`src/rtl/bus_resp_mux.sv`:
```
// Read-response return stage: tracks one outstanding request, waits for the
// selected slave's ready and returns its data (or an error) as a one-cycle pulse.
//
// Ports:
//   clk, rst                  clock, synchronous active-high reset
//   req, sel[1:0]             request strobe and decoder slave select
//   sN_rdata, sN_ready        slave read data / data-valid, N = 1..3
//   m_rdata, m_valid, m_err   registered response to the master
//   busy                      request outstanding (WAIT or ERR)
//
// Optional feature: define RESP_TIMEOUT_EN to force an error response after
// TIMEOUT WAIT cycles without the selected slave becoming ready.
module bus_resp_mux #(
   parameter int DATA_W  = 8,
   parameter int TIMEOUT = 15
) (
   input  logic              clk,
   input  logic              rst,
   input  logic              req,
   input  logic [1:0]        sel,
   input  logic [DATA_W-1:0] s1_rdata,
   input  logic [DATA_W-1:0] s2_rdata,
   input  logic [DATA_W-1:0] s3_rdata,
   input  logic              s1_ready,
   input  logic              s2_ready,
   input  logic              s3_ready,
   output logic [DATA_W-1:0] m_rdata,
   output logic              m_valid,
   output logic              m_err,
   output logic              busy
);

   typedef enum logic [1:0] {
      IDLE = 2'd0,
      WAIT = 2'd1,
      ERR  = 2'd2
   } state_t;

   state_t            state, state_nxt;
   logic [1:0]        sel_q, sel_q_nxt;
   logic [DATA_W-1:0] rdata_nxt;
   logic              valid_nxt;
   logic              err_nxt;
   logic              sel_ready;
   logic [DATA_W-1:0] sel_rdata;

   // Counter range is 8 bits, so TIMEOUT must fit in 1..255.
   if (TIMEOUT < 1 || TIMEOUT > 255) begin : g_bad_timeout
      $error("bus_resp_mux: TIMEOUT out of range 1..255");
   end

`ifdef RESP_TIMEOUT_EN
   localparam logic [7:0] CNT_LAST = 8'(TIMEOUT - 1);
   logic [7:0] cnt, cnt_nxt;
`endif

   // Only the slave latched at request time is observed.
   always_comb begin
      sel_ready = 1'b0;
      sel_rdata = '0;
      unique case (sel_q)
         2'b01: begin
            sel_ready = s1_ready;
            sel_rdata = s1_rdata;
         end
         2'b10: begin
            sel_ready = s2_ready;
            sel_rdata = s2_rdata;
         end
         2'b11: begin
            sel_ready = s3_ready;
            sel_rdata = s3_rdata;
         end
         default: begin
            sel_ready = 1'b0;
            sel_rdata = '0;
         end
      endcase
   end

   always_comb begin
      state_nxt = state;
      sel_q_nxt = sel_q;
      rdata_nxt = m_rdata;
      valid_nxt = 1'b0;
      err_nxt   = 1'b0;
`ifdef RESP_TIMEOUT_EN
      cnt_nxt   = cnt;
`endif
      unique case (state)
         IDLE: begin
            if (req) begin
               if (sel == 2'b00) begin
                  state_nxt = ERR;
               end else begin
                  sel_q_nxt = sel;
                  state_nxt = WAIT;
`ifdef RESP_TIMEOUT_EN
                  cnt_nxt   = '0;
`endif
               end
            end
         end
         WAIT: begin
            // Ready in the last counted cycle still wins over the timeout.
            if (sel_ready) begin
               rdata_nxt = sel_rdata;
               valid_nxt = 1'b1;
               state_nxt = IDLE;
            end
`ifdef RESP_TIMEOUT_EN
            else if (cnt == CNT_LAST) begin
               state_nxt = ERR;
            end else begin
               cnt_nxt = cnt + 8'd1;
            end
`endif
         end
         ERR: begin
            rdata_nxt = '0;
            valid_nxt = 1'b1;
            err_nxt   = 1'b1;
            state_nxt = IDLE;
         end
         default: begin
            state_nxt = IDLE;
         end
      endcase
   end

   always_ff @(posedge clk) begin
      if (rst) begin
         state   <= IDLE;
         sel_q   <= 2'b00;
         m_rdata <= '0;
         m_valid <= 1'b0;
         m_err   <= 1'b0;
`ifdef RESP_TIMEOUT_EN
         cnt     <= '0;
`endif
      end else begin
         state   <= state_nxt;
         sel_q   <= sel_q_nxt;
         m_rdata <= rdata_nxt;
         m_valid <= valid_nxt;
         m_err   <= err_nxt;
`ifdef RESP_TIMEOUT_EN
         cnt     <= cnt_nxt;
`endif
      end
   end

   assign busy = (state != IDLE);

endmodule

```
`config.mk`:
```
export PLATFORM = sky130hd
export DESIGN_NAME = bus_resp_mux
export DESIGN_NICKNAME = d
export VERILOG_FILES = /design/src/rtl/bus_resp_mux.sv
export SDC_FILE = /design/constraint.sdc
export NUM_CORES = 1
export LEC_CHECK = 0
export CAP_MARGIN = 5
export CORE_ASPECT_RATIO = 0.7
export CORE_MARGIN = 4
export CORE_UTILIZATION = 40
export DETAILED_ROUTE_END_ITERATION = 16
export GPL_TIMING_DRIVEN = 0
export PLACE_DENSITY_LB_ADDON = 0.25
export SYNTH_ARGS = -nofsm -noshare
export SYNTH_HDL_FRONTEND = slang
export SYNTH_SLANG_ARGS = --single-unit
```
`constraint.sdc`:
```
create_clock -name clk -period 3.6 [get_ports clk]
set_clock_uncertainty 0.15 [all_clocks]
set_input_delay 0.72 -clock clk [delete_from_list [all_inputs] [get_ports clk]]
set_output_delay 0.72 -clock clk [all_outputs]
set_load 0.005 [all_outputs]
```
==> qor.txt, run 1 <==
Post-Syn Area = 832 µm²
antenna violations before repair = 0
CP Class = reg2out
core area = 1920 µm²
setup TNS = 0 ns
Mapped Cells = 93
Unique masters post-synth = 24
DRC = 0
Num CTS Buffers = 3
grt ovf = 0
via count = 851
Fillers = 172
postcts setup bufs = 0
GPL Wtd Cong = 0.767
share of cells above drive strength 1 = 6.52%
FF-to-FF path depth = 6
# setup viols final = 0
Port-buffer cells = 42
row cnt = 13
fin util = 67.9%
Synth top area share = 33.7%
Final Routed Wirelength = 2.29 mm
CTS tree = built
IO Count = 43
#FFs+latches synth = 14
CP startpoint = state[0]
syn_area_per_cell = 8.95 µm²
drt first pass iters = 4
H-Tree Depth = 1
starting DRC count in detailed routing = 37
Worst Path Buf+Inv = 3
Hold Path Sink = state[1]
DR vias/cell = 5.32
Critical Path RT = 2.73 ns
Antenna Nets Post-Route = 0
Syn. warnings = 0
RSZ-0062 raised after global routing = false
Worst-Skew Late Latency = 0.28 ns
hold bufs inserted after CTS = 0
Max-slew headroom = 68.5%
EDFF count, synth = 0
Highest Clock Rate = 407 MHz
die area = 2890 µm²
die width = 62.5 µm
Starting Density = 43.4%
Synth area leader = dfxtp_1
Worst Max-Slew Pin Slew = 0.472 ns
status = finished, final reports clean
final period demand of the worst path = 2.45 ns
CP endpoint kind = primary output
layout overhead on the synthesized area = 56.5%
vias in the first global route = 867
register area share after synthesis = 33.7%
gr usage total = 16.3%
delay-heaviest family, CP = buffers and inverters
asr flop ratio synth = 0%
Power Density = 283 nW/µm²
crit-path cells = inv_1 -> ha_1 -> inv_1 -> clkdlybuf4s50_1
worst hold path type = reg2reg
post_cts resized = 0
reg2reg end = m_rdata[1]
CP max stage cell = clkdlybuf4s50_1
WL/cell = 14.3 µm
top post-synthesis cells by count = mux2i_1 (16), dfxtp_1 (14), a21oi_1 (13)
Hold Vio Cnt, Final = 0
P_leak = 0.454 nW
worst-path fanout max = 5
largest net degree at the start of global routing = 11
Mapped Nets = 128
Area contributors post-synth = dfxtp_1 (34%), mux2i_1 (19%), a21oi_1 (7.8%)
CTS root buffer = clkbuf_4
Max VDD drop = 0.129 mV
number of diodes = 0
Nets = 175
flop-to-flop setup slack = 1.84 ns
Clock Sink Count = 14
reg2reg start = state[1]
largest stage delay on the critical path = 0.52 ns
final period utilization = 68.2%
Clock transition at path regs = 0.08 ns
worst hold path depth = 2
WP data arrival = 1.58 ns
post-detail-place hpwl = 1.79 mm
most numerous cell in the Yosys netlist = mux2i_1
chip height = 46.2 µm
maximum clock path buffer count = 2
startpoint types = flip-flop
Worst Min Path Start = state[1]
global-route wire length before repair = 3.66 mm
total power = 369 µW
Max-Cap Viols = 0
Most used DFF post-synth = dfxtp_1
Most Frequent Cell on Critical Path = inv_1
Slew Limit Fails = 0
-- metal layers --
| layer | up-vias | part of all wire [%] | global-route usage, % |
|---|---|---|---|
| li1 | 428 | - | - |
| met1 | 380 | 45 | 18.8 |
| met2 | 40 | 46 | 28.6 |
| met3 | 3 | 8.2 | 6.10 |
| met4 | 0 | 0.78 | 5.70 |
| met5 | - | 0 | 0 |
-- layout make-up --
| class | count | area, µm² | share of cell area, % |
|---|---|---|---|
| multi-input combinational | 68 | 500 | 38.4 |
| sequential | 14 | 280 | 21.5 |
| tap | 22 | 27.5 | 2.11 |
| buffer | 6 | 32.5 | 2.50 |
| clock buffer | 3 | 22.5 | 1.73 |
| timing repair buffer | 42 | 420 | 32.3 |
| inverter | 5 | 18.8 | 1.44 |
-- worst register-to-register path, cell delays in order, from the launching register on --
cell and delay, ns:
dfxtp_1 0.33, inv_1 0.08, ha_1 0.24, nand2_1 0.12, o221ai_4 0.42, mux2i_1 0.25
nor2_1 0.06
-- logic make-up after synthesis --
logic type	synth area share, %
fa+ha+maj	4.51
compound gates	22.1
buf+inv	6.17
simple gates	12.6
flops	33.7
mux	20.9
-- worst max-delay path by stage --
stage | end | cells after the start
final | busy | 4
after floorplan | m_rdata[0] | 4
after global routing | busy | 4
after detailed placement | m_rdata[1] | 5
after global placement | m_rdata[6] | 5
after CTS | busy | 4
-- per-stage QoR --
step / std cells / area, µm² / setup WS, ns / hold WS [ns]
after floorplan: 93 / 832 / 1.89 / 0.315
after global routing: 160 / 1300 / 1.07 / 0.382
after CTS: 160 / 1300 / 1.15 / 0.356
after detailed placement: 157 / 1280 / 1.26 / 0.339
final: 160 / 1300 / 1.15 / 0.356
after global placement: 157 / 1280 / 1.29 / 0.325
-- placed cells by master (no fill, tap or decap), types with 2 or more instances in the layout --
cell	netlist	layout
clkdlybuf4s50_1	0	42
mux2i_1	16	16
dfxtp_1	14	14
a21oi_1	13	13
nor2_1	10	10
a211oi_1	8	8
inv_1	5	5
o21ai_0	3	3
nand2_1	3	3
ha_1	3	3
clkbuf_4	0	3
buf_2	2	2
clkbuf_1	2	2
nand3_1	2	2
-- sequential cells by signal, indices dropped and copies added (netlist names) --
signal,flops
m_rdata,8
sel_q,2
state,2
m_err,1
m_valid,1
-- where the power goes --
| part | switching [mW] | internal [mW] | leakage [nW] | total, mW |
|---|---|---|---|---|
| clock | 0.0517 | 0.0388 | 0.0138 | 0.0905 |
| sequential | 0.00274 | 0.160 | 0.114 | 0.163 |
| combinational | 0.0499 | 0.0653 | 0.327 | 0.115 |
Note: power is estimated with default switching activity, not from simulation.
==> run 2: changes to the inputs <==
--- a/config.mk
+++ b/config.mk
@@ -8,7 +8,7 @@
 export CAP_MARGIN = 5
 export CORE_ASPECT_RATIO = 0.7
 export CORE_MARGIN = 4
-export CORE_UTILIZATION = 40
+export CORE_UTILIZATION = 35
 export DETAILED_ROUTE_END_ITERATION = 16
 export GPL_TIMING_DRIVEN = 0
 export PLACE_DENSITY_LB_ADDON = 0.25
==> constraint.sdc (replaced) <==
create_clock -name clk -period 2.2 [get_ports clk]
set_clock_uncertainty 0.15 [all_clocks]
set_input_delay 0.44 -clock clk [delete_from_list [all_inputs] [get_ports clk]]
set_output_delay 0.44 -clock clk [all_outputs]
set_load 0.005 [all_outputs]
==> run 2 against run 1 <==
Sequential cell count unchanged. Global-route usage down 1.2 points. Cell area increased by 2.2%. Critical endpoint unchanged. Highest routed layer unchanged.
==> qor.txt, run 2 (same netlist as run 1, synthesis figures left out) <==
drt first pass iters = 4
die width = 66.3 µm
layout overhead on the synthesized area = 60.0%
Multi-input gate area = 503 µm²
combinational power share = 29.3%
Starting Density = 37.7%
Net Sw Frac = 27.0%
final period utilization = 95.7%
Non-Filler Instances = 171
commonest cells after routing, fill and taps aside = clkdlybuf4s50_1 (42), mux2i_1 (16), dfxtp_1 (14), a21oi_1 (13), nor2_1 (10)
Worst-Skew Late Latency = 0.29 ns
vias in the first global route = 837
DR vias/cell = 4.84
row cnt = 14
chip height = 48.8 µm
worst-path fanout max = 5
final period demand of the worst path = 2.11 ns
post-detail-place hpwl = 1.86 mm
IO Count = 43
starting DRC count in detailed routing = 33
DP Cell Count = 167
Post-Layout Inst Area = 1330 µm²
flop-to-flop setup slack = 0.44 ns
share of cells above drive strength 1 = 7.91%
most common cell after layout, fill and taps aside = clkdlybuf4s50_1
hold bufs inserted after CTS = 0
H-Tree Depth = 1
gr usage total = 15.1%
Max-slew headroom = 68.8%
CP endpoint kind = primary output
# setup viols final = 0
CTS root buffer = clkbuf_4
Num CTS Buffers = 3
Top reg by flops = m_rdata
biggest regs = m_rdata: 8 flops, sel_q: 2 flops, state: 2 flops
RSZ-0062 raised after global routing = false
P_leak = 0.461 nW
die area = 3230 µm²
worst hold path type = reg2reg
postcts setup bufs = 0
core area = 2210 µm²
via count = 827
maximum clock path buffer count = 2
Clock Sink Count = 14
antenna violations before repair = 0
global-route wire length before repair = 3.72 mm
number of diodes = 0
Max VDD drop = 0.359 mV
sequential standard cell area = 280 µm²
Fillers = 211
Final Routed Wirelength = 2.34 mm
WP data arrival = 1.52 ns
setup TNS = 0 ns
Final WS setup = 0.0944 ns
Critical Path RT = 1.61 ns
WL/cell = 13.7 µm
Nets = 175
CTS tree = built
CP Class = reg2out
Antenna Nets Post-Route = 0
startpoint types = flip-flop
largest net degree at the start of global routing = 11
Port-buffer cells = 42
Hold Vio Cnt, Final = 0
Worst Max-Slew Pin Slew = 0.468 ns
FF-to-FF path depth = 6
status = finished, final reports clean
max reg flops = 8
worst hold path depth = 2
Slew Limit Fails = 0
post-place setup slack = 0.108 ns
Highest Clock Rate = 475 MHz
Max-Cap Viols = 0
grt ovf = 0
Seq pwr share = 41.4%
DRC = 0
Clock transition at path regs = 0.09 ns
P_int = 470 µW
Power Density = 484 nW/µm²
Area after DPL = 1290 µm²
power share of the clock group = 29.3%
NetSw = 174 µW
GPL Wtd Cong = 0.748
post_cts resized = 0
## run 2: worst paths after layout
| check | startpoint | to |
|---|---|---|
| setup / recovery | state[0] | busy |
| hold / removal | m_rdata[3] | m_rdata[3] |
| setup reg to reg | state[1] | m_rdata[0] |
| hold reg to reg | m_rdata[3] | m_rdata[3] |
## run 2: power by group through the flow
stage | Sequential, mW | Clock (mW) | Combinational, mW
floorplan | 0.272 | 0 | 0.0976
global placement | 0.273 | 0 | 0.184
detailed placement | 0.273 | 0 | 0.188
CTS | 0.267 | 0.194 | 0.189
global route | 0.268 | 0.206 | 0.205
finish | 0.267 | 0.189 | 0.189
## run 2: cell type report
type | instances | share of cell area, %
Multi-Input combinational cell | 68 | 37.8
Timing Repair Buffer | 42 | 31.6
Sequential cell | 14 | 21.1
Tap cell | 32 | 3.01
Clock buffer | 4 | 2.73
Buffer | 6 | 2.44
Inverter | 5 | 1.41
## run 2: routing by layer
layer / wire [µm] / vias up / share of wire, % / track usage [%]
met5: 0 / - / 0 / 0
met4: 27 / 0 / 1.2 / 5.07
met3: 207 / 5 / 8.8 / 6.91
met2: 1040 / 31 / 45 / 22.4
met1: 1060 / 362 / 45 / 19.2
li1: - / 429 / - / -
## run 2: worst max-delay path, cell delays in order, from the launching register on
cell	delay, ns
dfxtp_1	0.36
inv_1	0.07
ha_2	0.21
inv_1	0.08
clkdlybuf4s50_1	0.50
## run 2: metrics by stage
step / hold WS (ns) / util [%] / total power, mW
final: 0.347 / 60.3 / 0.644
after global routing: 0.383 / 60.3 / 0.679
after CTS: 0.358 / 60.2 / 0.650
after detailed placement: 0.335 / 58.6 / 0.461
after global placement: 0.321 / 58.6 / 0.456
after floorplan: 0.315 / - / 0.370
